**src/rtl/microseq_pkg.sv**
```systemverilog
// Shared definitions for the ROM-dispatch micro-sequencer.
// Widths, sequence-type encoding, jump target and the three lookup tables.
package microseq_pkg;

    localparam int UPC_W   = 4;
    localparam int OP_W    = 2;
    localparam int NUM_UPC = 13;
    localparam int CTRL_W  = 8;

    localparam logic [UPC_W-1:0] UPC_MAX    = UPC_W'(NUM_UPC - 1);
    localparam logic [UPC_W-1:0] JMP_TARGET = 4'd7;

    typedef enum logic [2:0] {
        SEQ_INC   = 3'b000,
        SEQ_DISP1 = 3'b001,
        SEQ_JMP7  = 3'b010,
        SEQ_DISP2 = 3'b011,
        SEQ_RET   = 3'b100
    } seq_type_e;

    // Dispatch targets indexed by opcode.
    localparam logic [UPC_W-1:0] DISP1_TBL [2**OP_W] = '{4'd4, 4'd5, 4'd6, 4'd6};
    localparam logic [UPC_W-1:0] DISP2_TBL [2**OP_W] = '{4'd11, 4'd12, 4'd12, 4'd12};

    // Sequence type of each legal micro-PC entry.
    localparam seq_type_e SEQ_TBL [NUM_UPC] = '{
        SEQ_INC,  SEQ_INC,  SEQ_INC,  SEQ_DISP1,
        SEQ_JMP7, SEQ_JMP7, SEQ_INC,  SEQ_INC,
        SEQ_INC,  SEQ_INC,  SEQ_DISP2, SEQ_RET,
        SEQ_RET
    };

endpackage

```
**src/rtl/microseq_rom.sv**
```systemverilog
// Pure lookup: sequence type of a micro-PC and the dispatch target for an opcode.
// Ports: upc/op in; seq_type (RET for out-of-range upc) and disp_target out.
module microseq_rom
    import microseq_pkg::*;
(
    input  logic [UPC_W-1:0] upc,
    input  logic [OP_W-1:0]  op,
    output logic [2:0]       seq_type,
    output logic [UPC_W-1:0] disp_target
);

    always_comb begin
        // Entries past the end of the program behave as a return.
        seq_type = SEQ_RET;
        if (upc <= UPC_MAX) begin
            seq_type = SEQ_TBL[upc];
        end
        if (seq_type == SEQ_DISP2) begin
            disp_target = DISP2_TBL[op];
        end else begin
            disp_target = DISP1_TBL[op];
        end
    end

endmodule

```
**src/rtl/microseq_ctrl.sv**
```systemverilog
// Run-control sequencer: owns the micro-PC and IDLE/RUN controller.
// Ports: clk, rst (sync, active-high), start, abort, step_en, step,
//        op_valid/op_data/op_ready dispatch handshake, upc, ctrl_word,
//        busy, done (one-cycle pulse), err (sticky illegal-upc flag).
module microseq_ctrl
    import microseq_pkg::*;
(
    input  logic              clk,
    input  logic              rst,
    input  logic              start,
    input  logic              abort,
    input  logic              step_en,
    input  logic              step,
    input  logic              op_valid,
    input  logic [OP_W-1:0]   op_data,
    output logic              op_ready,
    output logic [UPC_W-1:0]  upc,
    output logic [CTRL_W-1:0] ctrl_word,
    output logic              busy,
    output logic              done,
    output logic              err
);

    localparam logic [0:0] ST_IDLE = 1'b0;
    localparam logic [0:0] ST_RUN  = 1'b1;

    logic [0:0]       state_q, state_d;
    logic [UPC_W-1:0] upc_q, upc_d;
    logic             busy_q, busy_d;
    logic             done_q, done_d;
    logic             err_q, err_d;

    logic [2:0]       seq_type;
    logic [UPC_W-1:0] disp_target;
    logic             run;
    logic             adv;
    logic             is_disp;
    logic             illegal;
    logic             op_wait;
    logic             xfer;

    microseq_rom u_rom (
        .upc         (upc_q),
        .op          (op_data),
        .seq_type    (seq_type),
        .disp_target (disp_target)
    );

    assign run     = (state_q == ST_RUN);
    assign adv     = step_en ? step : 1'b1;
    assign is_disp = (seq_type == SEQ_DISP1) || (seq_type == SEQ_DISP2);
    assign illegal = (upc_q > UPC_MAX);

    // Abort and reset both suppress the transfer in the cycle they occur.
    assign op_ready = run & adv & is_disp & ~abort & ~rst;
    assign op_wait  = run & is_disp & ~op_valid;
    assign xfer     = op_valid & op_ready;

    always_comb begin
        state_d = state_q;
        upc_d   = upc_q;
        busy_d  = busy_q;
        done_d  = 1'b0;
        err_d   = err_q | illegal;
        if (abort) begin
            state_d = ST_IDLE;
            upc_d   = '0;
            busy_d  = 1'b0;
        end else begin
            unique case (state_q)
                ST_IDLE: begin
                    upc_d  = '0;
                    busy_d = 1'b0;
                    if (start) begin
                        state_d = ST_RUN;
                        busy_d  = 1'b1;
                    end
                end
                ST_RUN: begin
                    if (is_disp) begin
                        // Without a transfer the dispatch stalls; a step is lost.
                        if (xfer) begin
                            upc_d = disp_target;
                        end
                    end else if (adv) begin
                        case (seq_type)
                            SEQ_INC:  upc_d = upc_q + UPC_W'(1);
                            SEQ_JMP7: upc_d = JMP_TARGET;
                            default: begin
                                // RET, and any illegal upc (no done pulse).
                                state_d = ST_IDLE;
                                upc_d   = '0;
                                busy_d  = 1'b0;
                                done_d  = ~illegal;
                            end
                        endcase
                    end
                end
                default: begin
                    state_d = ST_IDLE;
                    upc_d   = '0;
                    busy_d  = 1'b0;
                end
            endcase
        end
    end

    always_ff @(posedge clk) begin
        if (rst) begin
            state_q <= ST_IDLE;
            upc_q   <= '0;
            busy_q  <= 1'b0;
            done_q  <= 1'b0;
            err_q   <= 1'b0;
        end else begin
            state_q <= state_d;
            upc_q   <= upc_d;
            busy_q  <= busy_d;
            done_q  <= done_d;
            err_q   <= err_d;
        end
    end

    assign upc       = upc_q;
    assign busy      = busy_q;
    assign done      = done_q;
    assign err       = err_q;
    assign ctrl_word = {seq_type, op_wait, upc_q};

endmodule

```
**config.mk**
```make
export PLATFORM = sky130hd
export DESIGN_NAME = microseq_ctrl
export DESIGN_NICKNAME = d
export VERILOG_FILES = /design/src/rtl/microseq_pkg.sv /design/src/rtl/microseq_rom.sv /design/src/rtl/microseq_ctrl.sv
export SDC_FILE = /design/constraint.sdc
export NUM_CORES = 1
export LEC_CHECK = 0
export CAP_MARGIN = 20
export CORE_UTILIZATION = 36
export DETAILED_ROUTE_END_ITERATION = 12
export PLACE_DENSITY = 0.73
export SETUP_SLACK_MARGIN = 0.15
export SYNTH_ARGS = -nofsm -noshare
export SYNTH_HDL_FRONTEND = slang
export SYNTH_HIERARCHICAL = 1
export SYNTH_SLANG_ARGS = --single-unit
export TNS_END_PERCENT = 30
```
**constraint.sdc**
```tcl
create_clock -name clk -period 1.7 [get_ports clk]
set_input_delay 0.17 -clock clk [delete_from_list [all_inputs] [get_ports clk]]
set_output_delay 0.17 -clock clk [all_outputs]
set_load 0.02 [all_outputs]
```
Word-level counts from Yosys, hierarchy flattened
Memory sizes are Yosys's and may differ from the RTL's.
Index checks and enable logic that the tools add are counted.

word-level totals
  bits in registers = 8
  bits in read-only memories = 48
  input port bits = 9
  output and inout bits = 16
  word-level logic and storage cells = 67
  memories = 1

operators by class
  $add $sub $neg = 1
  magnitude comparators = 4
  equal/unequal tests = 8
  muxes and demuxes = 25
  bitwise logic cells = 16
  reductions and logical operators = 7

memories
  name             words  bits a word  rd ports  clocked after Yosys merged registers in  wr ports  RTL line            text
  (no name shown)  16     3            1         0                                        0         microseq_rom.sv:16  seq_type = SEQ_TBL[upc];

operator list
  operator                                                number
  2-to-1 mux 4 bit                                        8
  binary-select mux 4 bit (select 2 bit)                  2
  case mux 4 bit (2 select lines)                         2
  2-to-1 mux 3 bit                                        3
  2-to-1 mux 1 bit                                        8
  bitwise AND 1 bit                                       7
  OR reduction 7 bit                                      1
  == test 3 x 2 -> 1 bit (second input constant)          2
  NOT 1 bit                                               6
  >= comparator 5 bit (second input constant)             1
  NOT 4 -> 5 bit                                          1
  adder 4 x 1 -> 4 bit (second input constant)            1
  > comparator 4 bit (second input constant)              1
  less-or-equal comparator 4 bit (second input constant)  1
  != test 2 bit (second input constant)                   2
  case mux 1 bit (2 select lines)                         2
  OR reduction 2 bit                                      2
  == test 3 x 1 -> 1 bit (second input constant)          1
  >= comparator 3 bit (second input constant)             1
  zero test 3 bit                                         1
  != test 3 x 1 -> 1 bit (second input constant)          1
  != test 3 x 2 -> 1 bit (second input constant)          1
  NOT 2 -> 3 bit                                          1
  AND reduction 3 bit                                     1
  other kinds (4)                                         4

Longest topological paths before layout
Gate-level depths: netlist of the first run.

  depth in word-level cells = 14
  depth in mapped cells = 6
  depth with buffers taken out = 6

Cells and area by module
Netlist of the first run, hierarchy kept.

by module, submodules not included
  module         times used  cells an instance  area each (um^2)  seq. area each (um^2)
  microseq_ctrl  1           57                 471.7             160.2
  microseq_rom   1           13                 110.1             0.0

Worst setup path before layout of the first run
OpenSTA, ideal clock, no wires.

  path type = reg-to-output
  from = register upc_q[3], in the netlist upc[3]
  to = output op_ready
  arrival = 2.384 ns
  required time = 1.530 ns
  slack = -0.854 ns
  stages on the path, launching flop included = 5
  buffers on the path = 0
  path through = dfxtp_1 xnor2_1 nor3b_1 nand2b_2 nor3b_1

on the way
  longest elaborated chain between the ends = 10

ends and longest elaborated chain
  item                                                              RTL line              text
  from (decl)                                                       microseq_ctrl.sv:28   logic [UPC_W-1:0] upc_q, upc_d;
  from (signal assigned)                                            microseq_ctrl.sv:117  upc_q <= upc_d;
  NOT 4 -> 5 bit (not written as such)                              microseq_rom.sv:16
  memory read (16 x 3 bit)                                          --
  2-to-1 mux 3 bit (not written as such) (2 in series)              microseq_rom.sv:16
  2-to-1 mux 3 bit (*)                                              microseq_rom.sv:15    if (upc <= UPC_MAX) begin
  via ctrl_word[5]                                                  microseq_ctrl.sv:18   output logic [CTRL_W-1:0] ctrl_word,
  == test 3 x 1 -> 1 bit or == test 3 x 2 -> 1 bit (tied branches)  microseq_ctrl.sv:51   assign is_disp = (seq_type == SEQ_DISP1) || (seq_type == SEQ_DISP2);
  logical OR 1 bit (*)                                              microseq_ctrl.sv:51
  bitwise AND 1 bit (*) (3 in series)                               microseq_ctrl.sv:55   assign op_ready = run & adv & is_disp & ~abort & ~rst;
  to (decl)                                                         microseq_ctrl.sv:16   output logic op_ready,

The timed path passes the listed nets; every way through them passes the cells marked *. The select of a mux whose other input is x is not followed.

Final worst setup path of the first run
  from = register upc_q[0], in the netlist upc[0]
  to = register upc_q[1], in the netlist upc[1]

RTL lines
  item                                                  RTL line             text
  NOT 4 -> 5 bit (not written as such)                  microseq_rom.sv:16
  memory read (16 x 3 bit)                              --
  2-to-1 mux 3 bit (not written as such) (2 in series)  microseq_rom.sv:16
  2-to-1 mux 3 bit (*)                                  microseq_rom.sv:15
  == test 3 x 2 -> 1 bit (*)                            microseq_rom.sv:18   if (seq_type == SEQ_DISP2) begin
  2-to-1 mux 4 bit (*)                                  microseq_rom.sv:18
  via disp_target[1]                                    microseq_ctrl.sv:34  logic [UPC_W-1:0] disp_target;
  2-to-1 mux 4 bit (*)                                  microseq_ctrl.sv:82  if (xfer) begin
  2-to-1 mux 4 bit (*)                                  microseq_ctrl.sv:80  if (is_disp) begin
  case mux 4 bit (2 select lines) (*)                   microseq_ctrl.sv:70  unique case (state_q)

Marked as above.
A chain may end at the register's enable or synchronous reset.

==> results.sh, run 1 <==
export IMPL_status="finished, violations left"
export IMPL_violations="negative setup slack"
export IMPL_chipWidth_um=42.2
export IMPL_grt_max_degree=11
export IMPL_cts_reportedPaths_clkPinSlew_ns=0.05
export IMPL_postSynthCellCount=70
export IMPL_drtIter0Drc=4
export IMPL_cts_sinks=8
export IMPL_wl_um=1510
export IMPL_cts_tree="yes"
export IMPL_nNetsFinal=127
export IMPL_leakage_uw=0.000465
export IMPL_n_antenna_cell=0
export IMPL_path_class="reg -> reg"
export IMPL_min_path_type="reg -> reg"
export IMPL_ys_ff_latch=8
export IMPL_setup_tns_ns=-0.0391
export IMPL_grt_overflow=0
export IMPL_period_needed_ns=1.73
export IMPL_final_core_util_pct=73.0
export IMPL_slowest_stage="or4_4"
export IMPL_power_density_nw_per_um2=375
export IMPL_synth_area_per_cell_um2=8.31
export IMPL_drive_gt1_share_pct=42.6
export IMPL_path_max_fanout=5
export IMPL_yosysWarnings=6
export IMPL_dr_pass1_iters=2
export IMPL_drt_wirelength_per_cell_um=11.5
export IMPL_path_delay_family="simple AND/OR/NAND/NOR gates"
export IMPL_numPortBuffers=24
export IMPL_drv_slew=0
export IMPL_cp_start_kind="flip-flop"
export IMPL_io_pins=25
export IMPL_synth_distinct_cells=26
export IMPL_start_util_pct=38.6
export IMPL_vias_per_cell=5.04
export IMPL_gp_congestion=0.827
export IMPL_total_power_uw=413
export IMPL_worstPathArrival_ns=1.91
export IMPL_path_buf_inv=1
export IMPL_postRouteAntennaNets=0
export IMPL_cp_required_ns=1.88
export IMPL_cts_buffers=3
export IMPL_antenna_found_initial=0
export IMPL_grt_setup_unrepaired="true"
export IMPL_fin_crit_sh_pct=102
export IMPL_vias=660
export IMPL_grt_use_total_pct=19.0
export IMPL_grt_first_pass_wirelength_um=2620
export IMPL_hpwl_um=1160
export IMPL_die_h_um=42.2
export IMPL_area_growth_pct=89.0
export IMPL_drv_cap=0
export IMPL_fin_skew_ns=0.00465
export IMPL_syn_nets=81
export IMPL_die_area_um2=1780
export IMPL_clk_latency_ns=0.25
export IMPL_rows=14
export IMPL_netlist_area_um2=582
export IMPL_worst_slew_pin_slew_ns=0.267
export IMPL_setup_violations=2
export IMPL_holdWs_ns=0.466
export IMPL_crit_chain="buf_6, nand4bb_4, mux2_4, nor2b_2, or4_4, a21oi_2"
export IMPL_timing_fmax_ghz=0.577
export IMPL_coreArea_um2=1510
export IMPL_drc=0
export IMPL_cp_slowest_stage_delay_ns=0.48
export IMPL_yosysSeqAreaShare_pct=27.5
export IMPL_cp_end_kind="flip-flop"
export IMPL_place_ws_ns=-0.156
export IMPL_cts_root_buf="clkbuf_4"
export IMPL_grt_pass1_vias=635
export IMPL_holdBufCountCts=0
export IMPL_clock_path_buffers=2
export IMPL_peakVddDrop_v=0.000473
export IMPL_cts_max_level=1
export IMPL_fin_ws_ns=-0.0320
export IMPL_final_hold_viol_count=0
export IMPL_timing_slew_headroom_pct=82.0
[kinds of logic (layout without fill, tap and decap cells)]
family                     after synthesis  count (layout)  synth area share, %
buffers and inverters                    8              53                 8.39
muxes                                    2               2                 3.87
adders and majority gates                2               2                 4.30
and+or+nand+nor                         36              36                 38.9
xor gates and xnor gates                 3               3                 4.52
AOI/OAI and AO/OA                       11              11                 12.5
DFF                                      8               8                 27.5
[final timing paths]
path	from	endpoint	slack (ns)	cells past startpoint
min reg2reg	err	err	0.47	2
max reg2reg	upc[0]	upc[1]	-0.03	6
min	err	err	0.47	2
max	upc[0]	upc[1]	-0.03	6
[cells in the final DEF (no fill, tap or decap), drive strengths merged, types with 3 or more instances in the layout]
cell,Yosys,final
buf,5,26
a21oi,5,5
clkbuf,0,4
nor2,6,6
inv,3,3
clkdlybuf4s50,0,15
nand2,6,6
nor3b,4,4
xnor2,3,3
nor3,5,5
nor2b,6,6
dfxtp,8,8
[worst min-delay path, stage by stage (launching register included)]
cell	delay [ns]
dfxtp_1	0.32
nor2_1	0.05
nor2_1	0.07
[synth_stat cells, drive strengths merged]
master   instances  area share, %
dfxtp            8             28
nand3            1           0.86
buf              5            6.5
or4              2            2.6
o41ai            1            1.5
nand2b           2            2.6
inv              3            1.9
or2b             2            2.6
a2111o           1            1.9
nand4            1            1.1
xnor2            3            4.5
nor3             5            4.3
ha               2            4.3
o21ai            2            2.4
mux2             2            3.9
nand2            6            3.9
a31oi            1            1.1
nor2             6            3.9
nor2b            6            6.5
nand4bb          1            4.7
a21oi            5            4.3
a22oi            1            1.3
nor3b            4            6.0
[registers in the layout, summed over array words and instances, names as in the netlist]
signal  count
busy        1
done        1
err         1
run         1
upc         4
[metal layers]
layer | track usage, % | vias up | wire length (um)
met3 | 5.17 | 2 | 80
met4 | 1.88 | 0 | 6
met2 | 34.8 | 23 | 766
met1 | 22.6 | 299 | 657
met5 | 0 | - | 0
li1 | - | 336 | -
[report_power, final]
part           internal [uW]  switching (uW)  total [uW]
Combinational           46.5            25.4        71.9
Sequential               184            3.04         187
Clock                   89.7            63.8         154
[layout make-up]
cell class / count / area (um2)
Inverter: 3 / 11.3
Sequential cell: 8 / 175
Fill cell: 124 / 407
Tap cell: 16 / 20.0
Timing Repair Buffer: 46 / 418
Multi-Input combinational cell: 54 / 449
Clock buffer: 4 / 26.3
[through the flow]
step / cells / instance area (um2)
after floorplan: 70 / 656
after global placement: 122 / 1010
after detailed placement: 122 / 1010
after CTS: 127 / 1060
after global routing: 131 / 1100
final: 131 / 1100
[repair_timing]
action / CTS / global route
buffers inserted: 1 / 4
cloned: 0 / 0
setup endpoints to repair: 11 / 12
resized for setup: 21 / 9
pin swaps: 6 / 4
(Power assumes the default switching activity.)
==> run 2: changes to the inputs <==
--- a/config.mk
+++ b/config.mk
@@ -9,6 +9,7 @@
 export CORE_UTILIZATION = 36
 export DETAILED_ROUTE_END_ITERATION = 12
 export PLACE_DENSITY = 0.73
+export REMOVE_ABC_BUFFERS = 1
 export SETUP_SLACK_MARGIN = 0.15
 export SYNTH_ARGS = -nofsm -noshare
 export SYNTH_HDL_FRONTEND = slang
==> results.sh, run 2 (synthesized netlist as in run 1, its figures left out) <==
export IMPL_timing_slew_headroom_pct=82.7
export IMPL_vias=648
export IMPL_clock_path_buffers=2
export IMPL_nFillCells=147
export IMPL_cts_sinks=8
export IMPL_status="finished, violations left"
export IMPL_r2r_start="upc[0]"
export IMPL_nNetsFinal=124
export IMPL_n_antenna_cell=0
export IMPL_rows=14
export IMPL_fin_ws_ns=-0.0645
export IMPL_min_path_cells=2
export IMPL_multi_input_area_um2=423
export IMPL_cts_root_buf="clkbuf_4"
export IMPL_die_area_um2=1780
export IMPL_path_max_fanout=7
export IMPL_layout_cells_non_filler=127
export IMPL_chipWidth_um=42.2
export IMPL_grt_first_pass_wirelength_um=2690
export IMPL_path_buf_inv=3
export IMPL_r2r_end="upc[0]"
export IMPL_setup_violations=2
export IMPL_coreArea_um2=1510
export IMPL_stdcell_area_um2=1010
export IMPL_cp_end_kind="flip-flop"
export IMPL_drt_wirelength_per_cell_um=13.3
export IMPL_drc=0
export IMPL_slowest_stage="or4_4"
export IMPL_drv_cap=0
export IMPL_violations="negative setup slack"
export IMPL_path_delay_family="simple AND/OR/NAND/NOR gates"
export IMPL_clk_latency_ns=0.25
export IMPL_drtIter0Drc=6
export IMPL_dr_pass1_iters=4
export IMPL_final_hold_viol_count=0
export IMPL_die_h_um=42.2
export IMPL_hpwl_um=1220
export IMPL_largest_reg_flops=4
export IMPL_crit_chain="buf_6, buf_6, nand4bb_4, buf_6, mux2_4, nor2b_2, or4_4, a21oi_2"
export IMPL_grt_use_total_pct=20.1
export IMPL_cts_buffers=3
export IMPL_total_power_uw=398
export IMPL_dp_cells=124
export IMPL_peakVddDrop_v=0.000481
export IMPL_vias_per_cell=5.10
export IMPL_start_util_pct=38.6
export IMPL_r2r_cells=8
export IMPL_wl_um=1690
export IMPL_antenna_found_initial=0
export IMPL_crit_top_cell="buf_6"
export IMPL_leakage_uw=0.000433
export IMPL_grt_overflow=0
export IMPL_min_path_type="reg -> reg"
export IMPL_gp_congestion=0.719
export IMPL_cp_slowest_stage_delay_ns=0.41
export IMPL_regMostFlops="upc"
export IMPL_cp_required_ns=1.87
export IMPL_layout_common_cells="buf_4, clkdlybuf4s50_1, dlygate4sd2_1, nand2_1"
export IMPL_fin_crit_sh_pct=104
export IMPL_grt_max_degree=9
export IMPL_holdWs_ns=0.478
export IMPL_drv_slew=0
export IMPL_fin_skew_ns=0.00232
export IMPL_power_density_nw_per_um2=394
export IMPL_timing_reg2reg_setup_slack_ns=-0.06
export IMPL_period_needed_ns=1.76
export IMPL_timing_fmax_ghz=0.567
export IMPL_cts_max_level=1
export IMPL_path_class="reg -> reg"
export IMPL_place_area_um2=947
export IMPL_hold_start="err"
export IMPL_final_common_cell="buf_4"
export IMPL_worst_slew_pin_slew_ns=0.256
export IMPL_cp_start_kind="flip-flop"
export IMPL_numPortBuffers=24
export IMPL_cts_reportedPaths_clkPinSlew_ns=0.05
export IMPL_postRouteAntennaNets=0
export IMPL_grt_setup_unrepaired="true"
export IMPL_cts_tree="yes"
export IMPL_io_pins=25
export IMPL_regArea_um2=164
export IMPL_drive_gt1_share_pct=41.4
export IMPL_worstPathArrival_ns=1.94
export IMPL_grt_pass1_vias=628
export IMPL_hold_end="err"
export IMPL_area_growth_pct=73.8
export IMPL_final_core_util_pct=67.1
run 2: cell types whose count changed in the layout (fill, tap and decap cells not counted), moves of 3 or more:
cell             previous run  this run
dfxtp_2                     0         3
clkdlybuf4s50_1            15        11
dfxtp_4                     4         0
dlygate4sd2_1               2         8
run 2: final cells by class:
cell class,count,share of cell area [%]
flip-flops and latches,8,16.2
clock buffers,3,2.23
well taps,16,1.98
repair buffers,43,36.6
inverters,3,1.11
multi-input cells,54,41.8
run 2: worst reg2reg max path, cell delays in order (launching register included):
cell	delay [ns]
dfxtp_2	0.32
buf_6	0.11
buf_6	0.12
nand4bb_4	0.20
buf_6	0.14
mux2_4	0.19
nor2b_2	0.03
or4_4	0.42
a21oi_2	0.15
run 2: layer usage:
layer	up-vias	global-route usage [%]	part of all wire [%]
met4	0	7.50	1.5
met2	26	37.5	54
met1	295	21.3	38
met3	4	4.74	5.5
met5	-	0	0
li1	323	-	-
run 2: report_power, final:
group	switching, uW	total, uW	internal (uW)
logic	24.7	66.4	41.7
registers	2.76	193	191
clock network	58.0	138	80.3
run 2: metrics by stage:
step | TNS, ns | setup slack (ns)
after floorplan | -5.83 | -0.983
after CTS | -0.229 | -0.120
after global placement | -0.395 | -0.122
after detailed placement | -0.665 | -0.188
final | -0.117 | -0.0645
after global routing | -0.288 | -0.146
run 2: what timing repair did:
action	in CTS	in global routing
resized for setup	33	19
pin swaps	1	3
hold buffers	0	0
gates cloned	0	0
setup buffers	0	0
setup endpoints to repair	17	9
run 2: worst max-delay path by stage:
stage / startpoint / endpoint / slack (ns) / depth (start not counted)
final: upc[0] / upc[0] / -0.06 / 8
after global routing: upc[0] / upc[0] / -0.15 / 8
after CTS: upc[0] / upc[0] / -0.12 / 8
after detailed placement: upc[3] / ctrl_word[4] / -0.19 / 5
after global placement: upc[0] / op_ready / -0.12 / 5
after floorplan: upc[3] / op_ready / -0.98 / 4
